File: config.mk
export PLATFORM = sky130hd
export DESIGN_NAME = csi_2_crc_ctrl
export DESIGN_NICKNAME = d
export VERILOG_FILES = /design/src/rtl/csi_2_crc_ctrl.sv
export SDC_FILE = /design/constraint.sdc
export NUM_CORES = 1
export LEC_CHECK = 0
export ABC_CLOCK_PERIOD_IN_PS = 4000
export CORE_MARGIN = 5
export CORE_UTILIZATION = 35
export DETAILED_ROUTE_END_ITERATION = 16
export PLACE_DENSITY = 0.65
export SETUP_SLACK_MARGIN = 0.3
export SYNTH_ARGS = -nofsm -noshare
export SYNTH_HDL_FRONTEND = slang
export SYNTH_SLANG_ARGS = --single-unit
File: constraint.sdc
create_clock -name clk -period 4 [get_ports clk]
set_input_delay 0.4 -clock clk [delete_from_list [all_inputs] [get_ports clk]]
set_output_delay 0.4 -clock clk [all_outputs]
set_load 0.01 [all_outputs]
File: src/rtl/csi_2_crc_ctrl.sv
// CSI-2 long-packet CRC sequencer: feeds payload beats to an external CRC-16 engine,
// captures the trailing checksum and reports match/mismatch with a one-cycle pkt_done.
//
// state   | meaning
// IDLE    | waiting for a long-packet header
// PAYLOAD | forwarding payload beats, rem bytes still to go
// CKSUM   | waiting for the beat carrying the (rest of the) checksum
// CHECK   | compare captured checksum against the engine result
module csi_2_crc_ctrl (
    input  logic        clk,
    input  logic        rst,
    input  logic        hdr_valid,
    input  logic [15:0] hdr_wc,
    input  logic [15:0] data_in,
    input  logic        data_valid,
    output logic        crc_clr,
    output logic [15:0] crc_data,
    output logic        crc_data_valid,
    output logic        crc_byte_mode,
    input  logic [15:0] calc_checksum,
    output logic        busy,
    output logic [15:0] rx_checksum,
    output logic        pkt_done,
    output logic        crc_ok,
    output logic        crc_err
);

    typedef enum logic [1:0] {IDLE, PAYLOAD, CKSUM, CHECK} state_t;

    state_t      state;
    logic [15:0] rem;
    logic        odd;

    always_ff @(posedge clk) begin
        if (rst) begin
            state       <= IDLE;
            rem         <= 16'd0;
            odd         <= 1'b0;
            rx_checksum <= 16'd0;
        end else begin
            case (state)
                IDLE: begin
                    if (hdr_valid) begin
                        rem   <= hdr_wc;
                        odd   <= 1'b0;
                        state <= (hdr_wc != 16'd0) ? PAYLOAD : CKSUM;
                    end
                end
                PAYLOAD: begin
                    if (data_valid) begin
                        if (rem > 16'd2) begin
                            rem <= rem - 16'd2;
                        end else begin
                            // Odd count: the spare upper byte of the last beat is the checksum LS byte
                            rem   <= 16'd0;
                            state <= CKSUM;
                            if (rem == 16'd1) begin
                                odd               <= 1'b1;
                                rx_checksum[7:0]  <= data_in[15:8];
                            end
                        end
                    end
                end
                CKSUM: begin
                    if (data_valid) begin
                        if (odd)
                            rx_checksum[15:8] <= data_in[7:0];
                        else
                            rx_checksum <= data_in;
                        state <= CHECK;
                    end
                end
                CHECK: begin
                    state <= IDLE;
                end
                default: state <= IDLE;
            endcase
        end
    end

    assign crc_data       = data_in;
    assign crc_clr        = !rst && (state == IDLE) && hdr_valid;
    assign crc_data_valid = !rst && (state == PAYLOAD) && data_valid;
    assign crc_byte_mode  = crc_data_valid && (rem == 16'd1);
    assign busy           = !rst && (state != IDLE);
    assign pkt_done       = !rst && (state == CHECK);
    assign crc_ok         = pkt_done && (rx_checksum == calc_checksum);
    assign crc_err        = pkt_done && (rx_checksum != calc_checksum);

endmodule

# After elaboration in Yosys (flattened, before gate mapping)
# Index checks and enable logic that the tools add are counted.
[totals]
regBits = 35
in_bits = 52
out_inout_bits = 39
word_cells = 61
[classes]
addsub = 1
n_lt_le_gt_ge = 1
eq_ne = 12
muxes = 22
n_reduce_logical = 20
[op_table]
columns = ["operator", "n"]
rows = [
  ["two-way mux 16 bit", 3],
  ["two-way mux 8 bit", 6],
  ["case mux 16 bit (2 select lines)", 1],
  ["== test 16 x 1 -> 1 bit, second input constant", 1],
  ["== test 16 bit", 1],
  ["greater-than comparator 16 x 2 -> 1 bit, second input constant", 1],
  ["inequality test 16 bit", 1],
  ["case mux 8 bit (2 select lines)", 1],
  ["nonzero test 16 bit", 1],
  ["subtractor 16 x 2 -> 16 bit, second input constant", 1],
  ["two-way mux 2 bit", 5],
  ["inequality test 2 bit, second input constant", 5],
  ["logical AND 1 bit", 9],
  ["case mux 2 bit (4 select lines)", 1],
  ["AND reduction 6 bit", 1],
  ["nonzero test 2 bit", 3],
  ["AND reduction 5 bit", 1],
  ["== test 2 bit, second input constant", 2],
  ["two-way mux 1 bit", 4],
  ["AND reduction 4 bit", 1],
  ["AND reduction 3 bit", 1],
  ["== test 2 x 1 -> 1 bit, second input constant", 1],
  ["zero test 2 bit", 1],
  ["inequality test 2 x 1 -> 1 bit, second input constant", 1],
  ["other kinds (3)", 3],
]

# Depth between registers and ports, before layout
[logic_depth]
word_depth = 5
mapped_depth = 9
depth_no_buf = 7

# Worst setup path after synthesis
# No wires, ideal clock.
[synth_path]
path_kind = "register -> output"
from = "reg state[1]"
to = "out crc_byte_mode"
t_arrival_ns = 1.544
required_ns = 3.600
setup_slack_ns = 2.056
stages_incl_launch_ff = 6
path_cell_list = "dfxtp_1 inv_1 ha_1 clkbuf_1 nand2_1 nor4_1"
[synth_between]
elab_chain_len = 4
[synth_rtl]
columns = ["item", "line_no", "source"]
rows = [
  ["start: declaration", "30", "state_t state;"],
  ["start signal: assignment", "46", "state <= (hdr_wc != 16'd0) ? PAYLOAD : CKSUM;"],
  ["== test 2 x 1 -> 1 bit", "83", "assign crc_data_valid = !rst && (state == PAYLOAD) && data_valid;"],
  ["logical AND 1 bit (2 in a row)", "83", ""],
  ["logical AND 1 bit", "84", "assign crc_byte_mode = crc_data_valid && (rem == 16'd1);"],
  ["end: declaration", "19", "output logic crc_byte_mode,"],
]
# Every way passes these cells.

# Worst setup path after layout
# Ends and elaborated chain as after synthesis.

==> impl_metrics.ini <==
[outcome]
status = finished, final reports clean

[timing]
finalSetupTns_ns = 0
tightest_slew_ns = 0.781
rsz0062_at_grt = false
fin_crit_ns = 2.91
setup_viol = 0
min_period_over_period_pct = 72.7
maxSlewViolCount = 0
slew_headroom_pct = 47.7
final_hold_viol_count = 0
fin_worst_skew_ns = 0.0101
max_freq_ghz = 0.344
setup_slack_ns = 1.09

[global_routing]
grt_overflow = 0
grt_pass1_vias = 2360
grt_first_pass_wirelength_mm = 11.6
antenna_found_initial = 0
grt_usage_pct = 16.5
grt_max_degree = 37

[cells_and_area]
nFillCells = 666
drive_gt1_share_pct = 6.27
diodes = 0
area_delta_synth_final_pct = 37.9
final_cell_mix = clkdlybuf4s50_1, dfxtp_1, a21oi_1, mux2i_1
nNetsFinal = 408
final_common_cell = clkdlybuf4s50_1

[critical_path]
crit_arrival_ns = 2.51
cp.required_ns = 3.60
crit_path_start_kind = register
cp_max_fo = 16
r2r_setup_slack_ns = 1.45
critPathKind = reg -> out
endpoint_kind = primary output

[detailed_routing]
dr_wl_met2_mm = 3.34
drcViolationCount = 0
ant_nets = 0
drt_iter0_markers = 102
firstDrtPassIters = 4
wl_met3_um = 584
wl_per_cell_um = 16.5
wl_met1_mm = 3.12
via_per_inst = 5.59
vias = 2409
finalWirelength_mm = 7.10
highest_layer = met4

[clock_network]
insertion_delay_ns = 0.29
cts_buffer_depth = 2
clock-sinks = 35
ctsHoldBuffers = 0
postCtsResizedCells = 0
htreeDepth = 2
post_cts_buffers = 0
cts_root_buf = clkbuf_8
clk_pin_slew_ns = 0.08
cts_tree = yes
cts_made_buffers = 5

[logic_synthesis]
syn_nets = 341
synth_edf_count = 0
synth_seq_cells = 35
ys_async_sr_fraction_pct = 0
ys.flop_type = dfxtp_1
yosysSeqAreaShare_pct = 29.1
yosysUniqueCellTypes = 53
netlist_area_mm2 = 0.00241
yosys_warnings = 0
synthCells = 284
avgSynthCellArea_um2 = 8.49

[floorplan]
fp-row-count = 30
fp.dieW_um = 93
core_mm2 = 0.00676
die_h_um = 93
die_area_mm2 = 0.00865
start_util_pct = 35.7
pin_count = 91

[flow_run]
maxCapViolations = 0

[hold_path]
hp-class = reg -> reg

[place]
gp_congestion = 0.784
hpwlAfterDp_mm = 5.42
port_buffers = 90
place_ws_ns = 1.38

[power]
p_per_area_mw_per_mm2 = 632
p_leak_nw = 1.09
max-vdd-ir-drop_uv = 269
-- Yosys cell counts (4+ instances only) --
| library cell | instances | area share (%) |
|---|---|---|
| a21oi_1 | 21 | 4.4 |
| nor2_1 | 16 | 2.5 |
| a22oi_1 | 4 | 1.2 |
| mux2i_1 | 17 | 7.1 |
| nand3_1 | 10 | 2.1 |
| o21ai_0 | 11 | 2.3 |
| buf_4 | 16 | 5.0 |
| inv_1 | 9 | 1.4 |
| nand4_1 | 7 | 1.8 |
| dfxtp_1 | 35 | 29 |
| clkbuf_1 | 10 | 1.6 |
| or3_1 | 4 | 1.0 |
| and3_1 | 4 | 1.0 |
| a31oi_1 | 12 | 3.1 |
| a311oi_1 | 8 | 2.9 |
| nor4_1 | 5 | 1.3 |
| xnor2_1 | 16 | 5.8 |
| nand2_1 | 10 | 1.6 |
| ha_1 | 5 | 2.6 |
| nor3_1 | 6 | 1.2 |
| a211oi_1 | 9 | 2.8 |
-- report_power, final --
group,switching [mW],total (mW),internal [mW]
registers,0.180,0.646,0.466
logic,0.642,1.19,0.552
clock network,0.126,0.261,0.135
total,0.949,2.10,1.15
-- flip-flops by register name, indices dropped and copies added, names as in the netlist --
name,flops
rem,16
rx_checksum,16
state,2
odd,1
-- area by class of cell --
type / instances / area (um^2) / area share [%]
well taps: 80 / 100 / 3.01
inverters: 9 / 33.8 / 1.02
clock inverters: 1 / 5.00 / 0.151
clock buffers: 6 / 82.6 / 2.48
multi-input cells: 207 / 1480 / 44.5
repair buffers: 93 / 923 / 27.8
flip-flops and latches: 35 / 701 / 21.1
-- worst paths after layout --
kind | startpoint | to | cells after the start
hold reg to reg | rem[0] | rem[0] | 2
setup reg to reg | state[1] | rx_checksum[6] | 7
setup / recovery | state[1] | crc_byte_mode | 5
hold / removal | rem[0] | rem[0] | 2
-- cell families after synthesis --
| kind of cell | synth area share, % |
|---|---|
| xor gates and xnor gates | 5.81 |
| and+or+nand+nor | 22.2 |
| adders and majority gates | 2.59 |
| muxes | 7.06 |
| buffers and inverters | 9.60 |
| AOI/OAI and AO/OA | 23.7 |
| DFF | 29.1 |
-- worst max-delay path: stages, from the launching register on --
cell and delay [ns]:
dfxtp_1 0.34, inv_1 0.10, ha_1 0.55, nand2_1 0.20, nor4_1 0.41, clkdlybuf4s50_1 0.62
-- routing by layer --
metal	vias up	track usage (%)
met4	0	3.30
met3	4	4.59
met5	-	0
met1	1115	20.7
li1	1196	-
met2	94	28.3
-- metrics by stage --
| stage | std cells | total power, mW | util, % | hold WS [ns] | cell area, um^2 |
|---|---|---|---|---|---|
| after global routing | 431 | 2.27 | 49.2 | 0.553 | 3320 |
| after detailed placement | 424 | 1.84 | 47.9 | 0.519 | 3240 |
| final | 431 | 2.10 | 49.2 | 0.518 | 3320 |
| after global placement | 424 | 1.83 | 47.9 | 0.502 | 3240 |
| after floorplan | 284 | 1.48 | - | 0.467 | 2410 |
| after CTS | 431 | 2.11 | 49.2 | 0.525 | 3320 |
Note: power is estimated with default switching activity, not from simulation.
